[src/rtl/cache_controller_pkg.sv]
// Shared operation and state encodings for the cache transaction engine.
package ctrl_types_pkg;

    typedef enum logic [2:0] {
        OP_NOOP = 3'd0,
        OP_GET  = 3'd1,
        OP_PUT  = 3'd2,
        OP_DEL  = 3'd3
    } operation_e;

    typedef enum logic [1:0] {
        IDLE   = 2'd0,
        LOOKUP = 2'd1,
        ACCESS = 2'd2,
        DONE   = 2'd3
    } ctrl_state_e;

endpackage

[src/rtl/cache_controller_if.sv]
// Request/response and entry-memory signals between the AXI4-Lite front end,
// the key-value memory and the cache controller.
interface cache_controller_if #(
    parameter int KEY_WIDTH   = 16,
    parameter int VALUE_WIDTH = 64,
    parameter int NUM_ENTRIES = 16
);
    import ctrl_types_pkg::*;

    operation_e               operation_in;
    logic [KEY_WIDTH-1:0]     key_in;
    logic [VALUE_WIDTH-1:0]   value_in;
    logic                     start_in;
    logic [VALUE_WIDTH-1:0]   result_value_out;
    logic [NUM_ENTRIES-1:0]   result_index_out;
    logic                     hit_out;
    logic                     err_full_out;
    logic                     done_out;
    logic [KEY_WIDTH-1:0]     mem_key_out;
    logic [VALUE_WIDTH-1:0]   mem_value_out;
    logic [NUM_ENTRIES-1:0]   mem_sel_out;
    logic                     mem_write_out;
    logic                     mem_inval_out;
    logic [NUM_ENTRIES-1:0]   mem_hit_vec_in;
    logic [NUM_ENTRIES-1:0]   mem_valid_vec_in;
    logic [VALUE_WIDTH-1:0]   mem_value_in;

    // Controller side
    modport slave (
        input  operation_in, key_in, value_in, start_in,
        output result_value_out, result_index_out, hit_out, err_full_out, done_out,
        output mem_key_out, mem_value_out, mem_sel_out, mem_write_out, mem_inval_out,
        input  mem_hit_vec_in, mem_valid_vec_in, mem_value_in
    );

    // Requester and memory side
    modport master (
        output operation_in, key_in, value_in, start_in,
        input  result_value_out, result_index_out, hit_out, err_full_out, done_out,
        input  mem_key_out, mem_value_out, mem_sel_out, mem_write_out, mem_inval_out,
        output mem_hit_vec_in, mem_valid_vec_in, mem_value_in
    );

endinterface

[src/rtl/cache_prio_enc.sv]
// Lowest-set-bit extractor: one-hot of the least significant 1, zero for zero input.
module cache_prio_enc #(
    parameter int WIDTH = 16
) (
    input  logic [WIDTH-1:0] vec_in,
    output logic [WIDTH-1:0] first_out
);

    // Two's complement isolates the lowest set bit.
    assign first_out = vec_in & (~vec_in + {{(WIDTH-1){1'b0}}, 1'b1});

endmodule

[src/rtl/cache_controller.sv]
// Cache transaction engine: lookup, access and write/invalidate sequencing.
// Optional round-robin eviction on full PUT miss when CTRL_EVICT_EN is defined.
//
// state  | meaning
// IDLE   | wait for start_in, latch operation/key/value
// LOOKUP | present key, pick hit/free slot, set up memory strobes
// ACCESS | strobes active for one cycle, results captured at the edge
// DONE   | done_out pulse
module cache_controller
    import ctrl_types_pkg::*;
#(
    parameter int KEY_WIDTH   = 16,
    parameter int VALUE_WIDTH = 64,
    parameter int NUM_ENTRIES = 16
) (
    input logic               clk,
    input logic               rst_n,
    cache_controller_if.slave bus
);

    ctrl_state_e              state;
    operation_e               op_q;
    logic [KEY_WIDTH-1:0]     key_q;
    logic [VALUE_WIDTH-1:0]   value_q;
    logic                     hit_any_q;
    logic                     full_miss_q;
    logic [NUM_ENTRIES-1:0]   mem_sel_q;
    logic                     mem_write_q;
    logic                     mem_inval_q;
    logic [VALUE_WIDTH-1:0]   result_value_q;
    logic [NUM_ENTRIES-1:0]   result_index_q;
    logic                     hit_q;
    logic                     err_full_q;
    logic                     done_q;
    logic [NUM_ENTRIES-1:0]   hit_first;
    logic [NUM_ENTRIES-1:0]   free_first;
    logic [NUM_ENTRIES-1:0]   valid_inv;
`ifdef CTRL_EVICT_EN
    logic [NUM_ENTRIES-1:0]   evict_ptr;
`endif

    assign valid_inv = ~bus.mem_valid_vec_in;

    cache_prio_enc #(.WIDTH(NUM_ENTRIES)) u_hit_enc (
        .vec_in    (bus.mem_hit_vec_in),
        .first_out (hit_first)
    );

    cache_prio_enc #(.WIDTH(NUM_ENTRIES)) u_free_enc (
        .vec_in    (valid_inv),
        .first_out (free_first)
    );

    // Strobes are registered at the LOOKUP edge so they are live exactly in ACCESS.
    always_ff @(posedge clk or negedge rst_n) begin
        if (!rst_n) begin
            state          <= IDLE;
            op_q           <= OP_NOOP;
            key_q          <= '0;
            value_q        <= '0;
            hit_any_q      <= 1'b0;
            full_miss_q    <= 1'b0;
            mem_sel_q      <= '0;
            mem_write_q    <= 1'b0;
            mem_inval_q    <= 1'b0;
            result_value_q <= '0;
            result_index_q <= '0;
            hit_q          <= 1'b0;
            err_full_q     <= 1'b0;
            done_q         <= 1'b0;
`ifdef CTRL_EVICT_EN
            evict_ptr      <= {{(NUM_ENTRIES-1){1'b0}}, 1'b1};
`endif
        end else begin
            case (state)
                IDLE: begin
                    done_q <= 1'b0;
                    if (bus.start_in) begin
                        op_q    <= bus.operation_in;
                        key_q   <= bus.key_in;
                        value_q <= bus.value_in;
                        state   <= LOOKUP;
                    end
                end
                LOOKUP: begin
                    hit_any_q   <= |bus.mem_hit_vec_in;
                    full_miss_q <= 1'b0;
                    mem_sel_q   <= '0;
                    mem_write_q <= 1'b0;
                    mem_inval_q <= 1'b0;
                    case (op_q)
                        OP_GET: mem_sel_q <= hit_first;
                        OP_PUT: begin
                            if (|bus.mem_hit_vec_in) begin
                                mem_sel_q   <= hit_first;
                                mem_write_q <= 1'b1;
                            end else if (free_first != '0) begin
                                mem_sel_q   <= free_first;
                                mem_write_q <= 1'b1;
                            end else begin
`ifdef CTRL_EVICT_EN
                                mem_sel_q   <= evict_ptr;
                                mem_write_q <= 1'b1;
                                evict_ptr   <= {evict_ptr[NUM_ENTRIES-2:0], evict_ptr[NUM_ENTRIES-1]};
`else
                                full_miss_q <= 1'b1;
`endif
                            end
                        end
                        OP_DEL: begin
                            if (|bus.mem_hit_vec_in) begin
                                mem_sel_q   <= hit_first;
                                mem_inval_q <= 1'b1;
                            end
                        end
                        default: ;
                    endcase
                    state <= ACCESS;
                end
                ACCESS: begin
                    result_index_q <= mem_sel_q;
                    hit_q          <= hit_any_q;
                    err_full_q     <= full_miss_q;
                    if (op_q == OP_GET)
                        result_value_q <= hit_any_q ? bus.mem_value_in : '0;
                    mem_sel_q   <= '0;
                    mem_write_q <= 1'b0;
                    mem_inval_q <= 1'b0;
                    done_q      <= 1'b1;
                    state       <= DONE;
                end
                DONE: begin
                    done_q <= 1'b0;
                    state  <= IDLE;
                end
                default: state <= IDLE;
            endcase
        end
    end

    assign bus.mem_key_out      = key_q;
    assign bus.mem_value_out    = value_q;
    assign bus.mem_sel_out      = mem_sel_q;
    assign bus.mem_write_out    = mem_write_q;
    assign bus.mem_inval_out    = mem_inval_q;
    assign bus.result_value_out = result_value_q;
    assign bus.result_index_out = result_index_q;
    assign bus.hit_out          = hit_q;
    assign bus.err_full_out     = err_full_q;
    assign bus.done_out         = done_q;

endmodule

[src/flat_wrapper.sv]
// flat-port wrapper written by rule: the top's interface ports become plain ports
module cache_controller_flat import ctrl_types_pkg::*;
#(
    parameter int KEY_WIDTH   = 16,
    parameter int VALUE_WIDTH = 64,
    parameter int NUM_ENTRIES = 16
)
  (clk, rst_n, bus_operation_in, bus_key_in, bus_value_in, bus_start_in, bus_result_value_out, bus_result_index_out, bus_hit_out, bus_err_full_out, bus_done_out, bus_mem_key_out, bus_mem_value_out, bus_mem_sel_out, bus_mem_write_out, bus_mem_inval_out, bus_mem_hit_vec_in, bus_mem_valid_vec_in, bus_mem_value_in);
  cache_controller_if #(.KEY_WIDTH(KEY_WIDTH), .VALUE_WIDTH(VALUE_WIDTH), .NUM_ENTRIES(NUM_ENTRIES)) bus_i ();
  input logic clk;
  input logic rst_n;
  input wire logic [$bits(bus_i.operation_in)-1:0] bus_operation_in;
  input wire logic [$bits(bus_i.key_in)-1:0] bus_key_in;
  input wire logic [$bits(bus_i.value_in)-1:0] bus_value_in;
  input wire logic [$bits(bus_i.start_in)-1:0] bus_start_in;
  output wire logic [$bits(bus_i.result_value_out)-1:0] bus_result_value_out;
  output wire logic [$bits(bus_i.result_index_out)-1:0] bus_result_index_out;
  output wire logic [$bits(bus_i.hit_out)-1:0] bus_hit_out;
  output wire logic [$bits(bus_i.err_full_out)-1:0] bus_err_full_out;
  output wire logic [$bits(bus_i.done_out)-1:0] bus_done_out;
  output wire logic [$bits(bus_i.mem_key_out)-1:0] bus_mem_key_out;
  output wire logic [$bits(bus_i.mem_value_out)-1:0] bus_mem_value_out;
  output wire logic [$bits(bus_i.mem_sel_out)-1:0] bus_mem_sel_out;
  output wire logic [$bits(bus_i.mem_write_out)-1:0] bus_mem_write_out;
  output wire logic [$bits(bus_i.mem_inval_out)-1:0] bus_mem_inval_out;
  input wire logic [$bits(bus_i.mem_hit_vec_in)-1:0] bus_mem_hit_vec_in;
  input wire logic [$bits(bus_i.mem_valid_vec_in)-1:0] bus_mem_valid_vec_in;
  input wire logic [$bits(bus_i.mem_value_in)-1:0] bus_mem_value_in;
  assign bus_i.operation_in = bus_operation_in;
  assign bus_i.key_in = bus_key_in;
  assign bus_i.value_in = bus_value_in;
  assign bus_i.start_in = bus_start_in;
  assign bus_result_value_out = bus_i.result_value_out;
  assign bus_result_index_out = bus_i.result_index_out;
  assign bus_hit_out = bus_i.hit_out;
  assign bus_err_full_out = bus_i.err_full_out;
  assign bus_done_out = bus_i.done_out;
  assign bus_mem_key_out = bus_i.mem_key_out;
  assign bus_mem_value_out = bus_i.mem_value_out;
  assign bus_mem_sel_out = bus_i.mem_sel_out;
  assign bus_mem_write_out = bus_i.mem_write_out;
  assign bus_mem_inval_out = bus_i.mem_inval_out;
  assign bus_i.mem_hit_vec_in = bus_mem_hit_vec_in;
  assign bus_i.mem_valid_vec_in = bus_mem_valid_vec_in;
  assign bus_i.mem_value_in = bus_mem_value_in;
  cache_controller #(.KEY_WIDTH(KEY_WIDTH), .VALUE_WIDTH(VALUE_WIDTH), .NUM_ENTRIES(NUM_ENTRIES)) u_core (.clk(clk), .rst_n(rst_n), .bus(bus_i));
endmodule
[config.mk]
export PLATFORM = sky130hd
export DESIGN_NAME = cache_controller_flat
export DESIGN_NICKNAME = d
export VERILOG_FILES = /design/src/rtl/cache_controller_pkg.sv /design/src/rtl/cache_controller_if.sv /design/src/rtl/cache_prio_enc.sv /design/src/rtl/cache_controller.sv /design/src/flat_wrapper.sv
export SDC_FILE = /design/constraint.sdc
export NUM_CORES = 1
export LEC_CHECK = 0
export ABC_CLOCK_PERIOD_IN_PS = 3400
export CORE_UTILIZATION = 40
export DETAILED_ROUTE_END_ITERATION = 8
export GPL_ROUTABILITY_DRIVEN = 0
export PLACE_DENSITY = 0.76
export RECOVER_POWER = 100
export SYNTH_ARGS = -nofsm -noshare
export SYNTH_HDL_FRONTEND = slang
export SYNTH_HIERARCHICAL = 1
export SYNTH_SLANG_ARGS = --single-unit
[constraint.sdc]
create_clock -name clk -period 3.4 [get_ports clk]
set_input_delay 0.68 -clock clk [delete_from_list [all_inputs] [get_ports clk]]
set_output_delay 0.68 -clock clk [all_outputs]
set_load 0.01 [all_outputs]
==> summary by stage, run 1 <==
GRT
Global routing used between 20% and 30% of the available tracks. The number of global-route vias before repair is 6,273. The global-route track usage on met2 is 38.70%.

The first global-routing pass estimated around 35,000 microns of wire. Global routing finished with a remaining overflow of 0. Global routing used about 7% of the available met3 tracks. The pin count of the biggest net entering global routing is 75.

The initial antenna violation count was 0. The most crowded layer after global routing is met2. Global routing consumed, on the met1 layer, between 20% and 30% of the routing resources.

Placement
The area after detailed placement is approximately 12,000 sq um. The count of buffers from port buffering is approximately 360. The wire-length estimate of the detail-placed layout is 16,800 microns.

Floorplanning
The floorplan die height is approximately 140 microns. The floorplan step defined a die boundary enclosing about 20,000 sq um. The floorplan has 50 rows. The horizontal die dimension is between 100 and 150 microns.

The initial cell density of the core is 41.48%. Pin placement for this block handled 363 I/O pins. The core region is ~19,000 sq um.

Drt
Dividing the detail-routed wire length by the instance count gives 17.32 microns. The final route contains around 6,300 vias. In this run the remaining antenna-violating nets after routing total 0. The first detailed-routing pass ran for 5 iterations. The detailed-route wire length is between 20,000 and 25,000 microns. The via-per-instance ratio is 4.920. The remaining routing DRC violations is 0.

In this run, the number of DRC markers left after iteration 0 of detailed routing was between 300 and 400.

Critical path
The critical register-to-register path startpoint is u_core/state[0]. The number of logic stages on the critical path including buffering is 5. The capturing element type of the critical path is a flop. The setup check on the worst reg-to-reg path leaves a slack of ~0.8 ns.

The required time of the critical path is between 3 and 4 ns. Among all stages on the critical path, the largest delay is contributed by sky130_fd_sc_hd__dlygate4sd3_1. Traced cell by cell, the critical path runs through dlygate4sd3_1 -> nor4_1 -> nand4_1 -> a31o_1 -> a221o_2.

In this run the worst path has a maximum fanout of 16. The reg-to-reg critical path endpoint is u_core/bus.mem_value_out[50]. The worst endpoint data arrival time is ~3.0 ns.

The type of origin of the critical path is a primary input. The cell count of the worst reg-to-reg path is 5. The type of the worst setup path is in -> reg. The cell family contributing the most delay on the critical path is compound AO/OA/AOI/OAI gates. The end point of the critical path is u_core/bus.mem_sel_out[3]. The buffer and inverter count on the worst path is 1. The critical path starts at bus_mem_hit_vec_in[0]. In this design, the stage delay of the slowest critical-path cell is slightly above 0.6 ns.

Timing
The worst-case hold slack is ~0.47 ns. The hold violation total from the final report is 0. For the pin with the worst max-slew slack, the measured transition is around 1.9 ns.

The highest clock frequency the design can meet is between 300 and 400 MHz. Setup repair after global routing left no endpoint under its margin. The worst path in the final design needs a cycle of around 2.7 ns, including I/O delays and setup. The ratio of final minimum period to clock period is 78.85%.

The relative max-transition margin is -25.91%. The worst clock skew on the final layout is 0.01050 ns. The final number of max-transition violations is about 120. The aggregate negative setup slack is 0 ns. Setup violations remaining at the end of the flow were counted as 0.

Power
The leakage dissipation is roughly 5.6 nW. The switching share of power is between 30% and 40%. IR analysis of the VDD net gives a maximum drop of 0.4071 mV. The switching power of the nets is between 0.003 and 0.004 W. The power density of the placed cells is between 700 and 800 nW/um^2. Of the total power, the clock network draws roughly 20%.

Of the total power, combinational logic draws 41.6%. The total power of the final layout is 0.009562 W. The internal power of the cells totals approximately 0.0065 W.

Of the total power, registers draw between 30% and 40%.

Logic synthesis
The number of flops mapped to enable cells by yosys is 0. Summing the areas of all xor and xnor instances in the mapped netlist gives 0% of the synthesized area. The share of cell area taken by muxes after synthesis is ~15%. The synthesized design spends more area on one cell type than any other, namely sky130_fd_sc_hd__dfrtp_1. The number of distinct library cells after synthesis is 34. The synthesized netlist occupies a cell area of approximately 7900 sq um.

The flip-flop and latch count after synthesis is 188. For this run, the number of Yosys warnings is 6. The adder and majority gate portion of the synthesized area is less than 1%.

The share of the Yosys chip area taken by registers is roughly 60%. After synthesis, the largest area contributor takes up between 50 and 60% of total cell area. Ranked by total cell area, the synthesized netlist is headed by sky130_fd_sc_hd__dfrtp_1 60%, sky130_fd_sc_hd__mux2_2 15%, sky130_fd_sc_hd__nand2_1 6.2%.

The count of mapped cells out of synthesis is roughly 670. The fraction of the mapped netlist area in compound gates is 6.652%. The share of async-settable or async-resettable flops after synthesis is 100.0%. By area, the combinational part of the netlist is dominated by multiplexers. The post-synthesis area per instance is 11.82 sq um. Synthesis produced a netlist with a net count of 851.

The most used flip-flop cell after synthesis is sky130_fd_sc_hd__dfrtp_1. The synthesized-area fraction occupied by and/or/nand/nor cells is around 14%.

Hold path
The class of the worst hold path is reg -> reg.

Finish
The net count of the finished layout is about 1,200. The relative area change from synthesis to final layout is 56.41%. After routing the design area is 12,300 sq um. Cells fill between 60% and 70% of the core in the end.

The layout cell share with drive strength beyond 1 is approximately 17%. The antenna diode instance count is 0.

CTS
The number of buffers inserted for hold repair after clock tree synthesis is 0. After clock tree synthesis, the clock-pin slew on the worst setup and hold paths is around 0.07 ns. Buffers added to address setup during post-CTS repair amount to 0. The later pin in the worst-skew pair is clocked with a latency of approximately 0.42 ns. Counting along the longest clock path gives a buffer depth of 2.

The count of clock tree sinks is 188. TritonCTS built the clock tree. The total of cells resized after clock tree synthesis is 0. The library cell used as clock root buffer is sky130_fd_sc_hd__clkbuf_16.

The number of H-tree branching levels is 4. The number of clock buffers added by TritonCTS is 17.

Run status
The final reports fail on capacitance limit, slew limit. The flow ran to the end, but the final reports show violations.

Run
Across the run, the number of max-cap violations was 3.
cells by family (layout without fill, tap and decap cells):
family          after synthesis  count (layout)
mux                         104             104
fa+ha+maj                     4               4
buf+inv                      70             429
compound gates               85              85
simple gates                214             214
flops                       188             188
how the worst min path moves through the flow:
stage	start	to	slack, ns	depth (start not counted)
3_5_place_dp	u_core/bus.result_value_out[28]	u_core/bus.result_value_out[28]	0.47	2
4_1_cts	rst_n	u_core/bus.mem_key_out[5]	0.28	1
6_report	u_core/bus.result_value_out[46]	u_core/bus.result_value_out[46]	0.47	2
5_1_grt	u_core/bus.result_value_out[34]	u_core/bus.result_value_out[34]	0.49	2
3_3_place_gp	u_core/bus.result_value_out[31]	u_core/bus.result_value_out[31]	0.46	2
2_1_floorplan	rst_n	u_core/bus.done_out	0.38	0
flip-flops by register name, summed over array words and instances, names as in the netlist, 2 cells and up:
register and count:
u_core/bus.mem_key_out 16, u_core/bus.mem_sel_out 16, u_core/bus.mem_value_out 64, u_core/bus.result_index_out 16, u_core/bus.result_value_out 64, u_core/op_q 3, u_core/state 2
stage by stage:
step                      instances  setup WS (ns)
final                          1284         0.7191
after global routing           1284         0.3730
after CTS                      1284         0.8955
after detailed placement       1253         0.4478
after global placement         1253         0.4902
after floorplan                 665          1.143
power groups by stage:
stage,Sequential [W],Combinational [W],Clock [W]
6_report,0.00363,0.00397,0.00196
5_1_grt,0.00375,0.00430,0.00210
4_1_cts,0.00368,0.00440,0.00202
3_5_place_dp,0.00373,0.00439,0
3_3_place_gp,0.00367,0.00432,0
2_1_floorplan,0.00414,0.00138,0
cells in the mapped netlist (3+ instances only):
| master | count |
|---|---|
| sky130_fd_sc_hd__dfrtp_1 | 188 |
| sky130_fd_sc_hd__nand2_1 | 129 |
| sky130_fd_sc_hd__mux2_2 | 104 |
| sky130_fd_sc_hd__o21ai_0 | 65 |
| sky130_fd_sc_hd__clkbuf_1 | 29 |
| sky130_fd_sc_hd__inv_1 | 28 |
| sky130_fd_sc_hd__nor2b_1 | 20 |
| sky130_fd_sc_hd__nor4_1 | 12 |
| sky130_fd_sc_hd__a221o_1 | 10 |
| sky130_fd_sc_hd__nor3_1 | 9 |
| sky130_fd_sc_hd__a221o_2 | 6 |
| sky130_fd_sc_hd__buf_2 | 6 |
| sky130_fd_sc_hd__nor4_2 | 6 |
| sky130_fd_sc_hd__or3b_2 | 6 |
| sky130_fd_sc_hd__nor2_1 | 5 |
| sky130_fd_sc_hd__nor3b_1 | 5 |
| sky130_fd_sc_hd__ha_1 | 4 |
| sky130_fd_sc_hd__or4_1 | 4 |
| sky130_fd_sc_hd__or4b_2 | 4 |
| sky130_fd_sc_hd__buf_6 | 3 |
| sky130_fd_sc_hd__nand4_1 | 3 |
routing by layer:
| layer | up-vias | share of wire [%] |
|---|---|---|
| met1 | 3035 | 39 |
| li1 | 3001 | - |
| met5 | - | 0 |
| met2 | 256 | 51 |
| met3 | 25 | 8.5 |
| met4 | 0 | 1.8 |
cell type report:
| type | count | area, sq um |
|---|---|---|
| fillers | 1547 | 6658 |
| flip-flops and latches | 188 | 4705 |
| repair buffers | 370 | 3721 |
| multi-input cells | 407 | 2863 |
| clock buffers | 19 | 442.9 |
| well taps | 260 | 325.3 |
| clock inverters | 12 | 136.4 |
| inverters | 28 | 105.1 |
tightest hold or removal path: cells and delay by family (launching register included):
kind / cells / cell delay (ns)
DFF: 1 / 0.34
AOI/OAI and AO/OA: 1 / 0.06
and+or+nand+nor: 1 / 0.04
layout by cell type (no fill, tap or decap), types with 5 or more instances in the layout:
cell and n:
sky130_fd_sc_hd__clkbuf_16 17, sky130_fd_sc_hd__inv_1 28, sky130_fd_sc_hd__nand2_1 129, sky130_fd_sc_hd__clkdlybuf4s50_1 178, sky130_fd_sc_hd__dfrtp_1 188, sky130_fd_sc_hd__nor2_1 5, sky130_fd_sc_hd__nor4_2 6, sky130_fd_sc_hd__or3b_2 6
sky130_fd_sc_hd__mux2_2 104, sky130_fd_sc_hd__o21ai_0 65, sky130_fd_sc_hd__a221o_1 10, sky130_fd_sc_hd__nor3_1 9, sky130_fd_sc_hd__nor4_1 12, sky130_fd_sc_hd__dlygate4sd3_1 183, sky130_fd_sc_hd__nor3b_1 5, sky130_fd_sc_hd__nor2b_1 20
sky130_fd_sc_hd__a221o_2 6
Note: power is estimated with default switching activity, not from simulation.
==> run 2, diff against run 1 <==
--- a/config.mk
+++ b/config.mk
@@ -5,7 +5,7 @@
 export SDC_FILE = /design/constraint.sdc
 export NUM_CORES = 1
 export LEC_CHECK = 0
-export ABC_CLOCK_PERIOD_IN_PS = 3400
+export ABC_CLOCK_PERIOD_IN_PS = 2600
 export CORE_UTILIZATION = 40
 export DETAILED_ROUTE_END_ITERATION = 8
 export GPL_ROUTABILITY_DRIVEN = 0
==> constraint.sdc (replaced) <==
create_clock -name clk -period 2.6 [get_ports clk]
set_input_delay 0.52 -clock clk [delete_from_list [all_inputs] [get_ports clk]]
set_output_delay 0.52 -clock clk [all_outputs]
set_load 0.01 [all_outputs]
==> run 2 against run 1 <==
The flow still finishes with violations (capacitance limit, slew limit). Critical path depth unchanged. Sequential power increased by 31%. Combinational power increased by 31%. Highest routed layer unchanged. Clock power increased by 28%. Cell count increased by 2.2%. Largest power group unchanged. Largest cell class unchanged.
==> summary by stage, run 2 (synthesized netlist as in run 1, its figures left out) <==
Power
The total power of the final layout is 0.01246 W (+30%). The peak supply drop is 0.5413 mV (+33%). The leakage dissipation is 5.731 nW (+1.8%). The power density of the placed cells came to 1001 nW/um^2 (+29%).

Timing
The worst clock skew on the final layout came to 0.01319 ns (+0.002694 ns). The transition at the pin with the smallest max-transition slack is 1.563 ns (-0.3255 ns). The final number of max-transition violations is 62 (-49%). The ratio of final minimum period to clock period is between 80 and 90%. The worst-case hold slack is 0.4676 ns (-0.007152 ns). Counting I/O delays and the setup requirement, the final critical path takes 2.312 ns.

The hold violation total from the final report is 0 (unchanged). The final-report setup violation count is 0 (unchanged). For this run, the top clock speed supported by timing is 432.4 MHz. The relative max-transition margin is -4.205% (+22 points). Setup repair after global routing left no endpoint under its margin.

CTS
The number of buffers inserted during clock tree synthesis is 17 (unchanged). The clock tree from TritonCTS is built. The later-pin clock latency in the skew report was 0.43 ns (about the same). The count of clock tree sinks was 188 (unchanged). The total of cells resized after clock tree synthesis is 0 (unchanged).

The clock transition at the registers of the reported paths is 0.08 ns (about the same). The library cell used as clock root buffer is sky130_fd_sc_hd__clkbuf_16. The number of buffers inserted for hold repair after clock tree synthesis is 0 (unchanged). The number of H-tree branching levels is 4 (unchanged). The maximum buffer depth of the clock tree was 2 (unchanged). The number of setup buffers added after CTS is 0 (unchanged).

Finish
The commonest non-fill, non-tap cell in the layout is sky130_fd_sc_hd__dfrtp_1. The antenna diode instance count is 0 (unchanged). The net total in the final layout is 1,225 (+2.3%). Compared with the post-synthesis result, the final layout area differs by 58.42%. The layout cell share with drive strength beyond 1 is 18.73% (+2.2 points).

In the layout the commonest cells are 187 x sky130_fd_sc_hd__dfrtp_1, 182 x sky130_fd_sc_hd__dlygate4sd3_1, 179 x sky130_fd_sc_hd__clkdlybuf4s50_1, 129 x sky130_fd_sc_hd__nand2_1, 104 x sky130_fd_sc_hd__mux2_2. The number of standard cells in the final layout excluding fillers came to 1,312 (+2.2%).

Drt
The remaining routing DRC violations is 0 (unchanged). The number of nets with antenna violations after routing is 0 (unchanged). The per-cell routed wire length is 16.98 microns (-1.9%).

The via-per-instance ratio is 4.861 (-1.2%). The detailed-route wire length is 22,280 microns (+0.22%). The number of optimization iterations in the first detailed-route pass is 4 (-1). The total vias in the final route came to 6,377 (+0.95%). The number of DRC markers after the initial detailed-route iteration is 213 (-38%).

Placement
The instance count after placement with tap cells included is 1,280 (+2.2%). The count of buffers from port buffering came to 362 (unchanged). The placed wire-length estimate after detailed placement came to 16,900 microns (+0.56%).

Critical path
The maximum net fanout on the critical path came to 44 (+28). The capturing element type of the critical path is a flop. The first element of the critical path is u_core/state[1].

The type of origin of the critical path is a flop. The startpoint identified for the worst register-to-register timing path is u_core/state[1]. The worst setup slack for register-to-register paths was 0.29 ns (-0.49 ns). The critical path in this run is classified as reg -> reg. The required time of the critical path is 2.91 ns (-0.79 ns). The worst endpoint data arrival time is 2.62 ns (-0.36 ns).

GRT
The pin count of the biggest net entering global routing is 84 (+12%). The aggregate global-route resource usage is 22.17% (-0.24 points). The first-pass GRT wire length is 34,120 microns (-1.1%). The global route total overflow was 0 (unchanged). The number of global-route vias before repair is 6,291 (+0.29%). The initial antenna violation count is 0 (unchanged).

Floorplanning
The horizontal die dimension came to 142.2 microns (unchanged). The die outline area is 20,220 sq um (unchanged). The I/O pin count is 363 (unchanged). The core box area is 18,960 sq um (unchanged). The number of placement rows is 50 (unchanged).

The floorplan die height is 142.2 microns (unchanged). The initial cell density of the core is 41.48% (unchanged).

Run status
The final reports fail on capacitance limit, slew limit. The flow ran to the end, but the final reports show violations.

Hold path
The class of the worst hold path is in -> async.

Run
The number of max-cap violations is 1 (-2).
## run 2: cell types whose count changed in the layout (fill, tap and decap cells not counted), sizes merged
cell / previous run / this run
clkinvlp: 2 / 4
clkinv: 4 / 2
inv: 32 / 35
dlygate4sd3: 183 / 182
clkdlybuf4s50: 178 / 179
bufinv: 2 / 0
clkbuf: 22 / 29
buf: 6 / 26
## run 2: stage by stage
| stage | util [%] | cell area (sq um) | worst slack (ns) | setup TNS [ns] |
|---|---|---|---|---|
| 4_1_cts | 66.28 | 12560 | 0.3247 | 0 |
| 3_3_place_gp | 63.28 | 12000 | -0.03895 | -0.03895 |
| 6_report | 65.71 | 12460 | 0.2875 | 0 |
| 2_1_floorplan | - | 7863 | 0.5030 | 0 |
| 5_1_grt | 65.71 | 12460 | 0.08993 | 0 |
| 3_5_place_dp | 63.28 | 12000 | -0.1173 | -0.1173 |
## run 2: report_power, final
part           internal, W  switching [W]  leakage, nW
Clock              0.00130        0.00121        0.267
Sequential         0.00417       0.000567         2.30
Combinational      0.00286        0.00235         3.16
Total              0.00833        0.00413         5.73
## run 2: worst max-delay path, cell delays in order (launching register included)
cell and delay [ns]:
sky130_fd_sc_hd__dfrtp_1 0.38, sky130_fd_sc_hd__inv_1 0.09, sky130_fd_sc_hd__ha_1 0.20, sky130_fd_sc_hd__nand2_1 0.19
sky130_fd_sc_hd__clkbuf_2 0.89, sky130_fd_sc_hd__mux2_2 0.43
## run 2: routing by layer
layer / global-route usage, % / routed length [microns] / part of all wire, %
met3: 7.032 / 1824 / 8.2
met2: 37.90 / 11340 / 51
met1: 26.10 / 8705 / 39
met4: 8.036 / 417 / 1.9
met5: 0 / 0 / 0
## run 2: final cells by class
class	count	area (sq um)
clock buffer	19	442.9
clock inverter	13	126.4
fill	1538	6500
inverter	28	105.1
multi-input combinational	407	2874
sequential	188	4706
tap	260	325.3
timing repair buffer	397	3876
## run 2: path summary, 6_finish.rpt
kind	end	cells past startpoint
worst max-delay path	u_core/bus.mem_value_out[18]	5
worst min-delay path	u_core/bus.mem_value_out[1]	1
worst max register to register	u_core/bus.mem_value_out[18]	5
worst min register to register	u_core/bus.result_value_out[9]	2
max in group asynchronous	u_core/bus.mem_value_out[25]	2
min in group clk	u_core/bus.result_value_out[9]	2
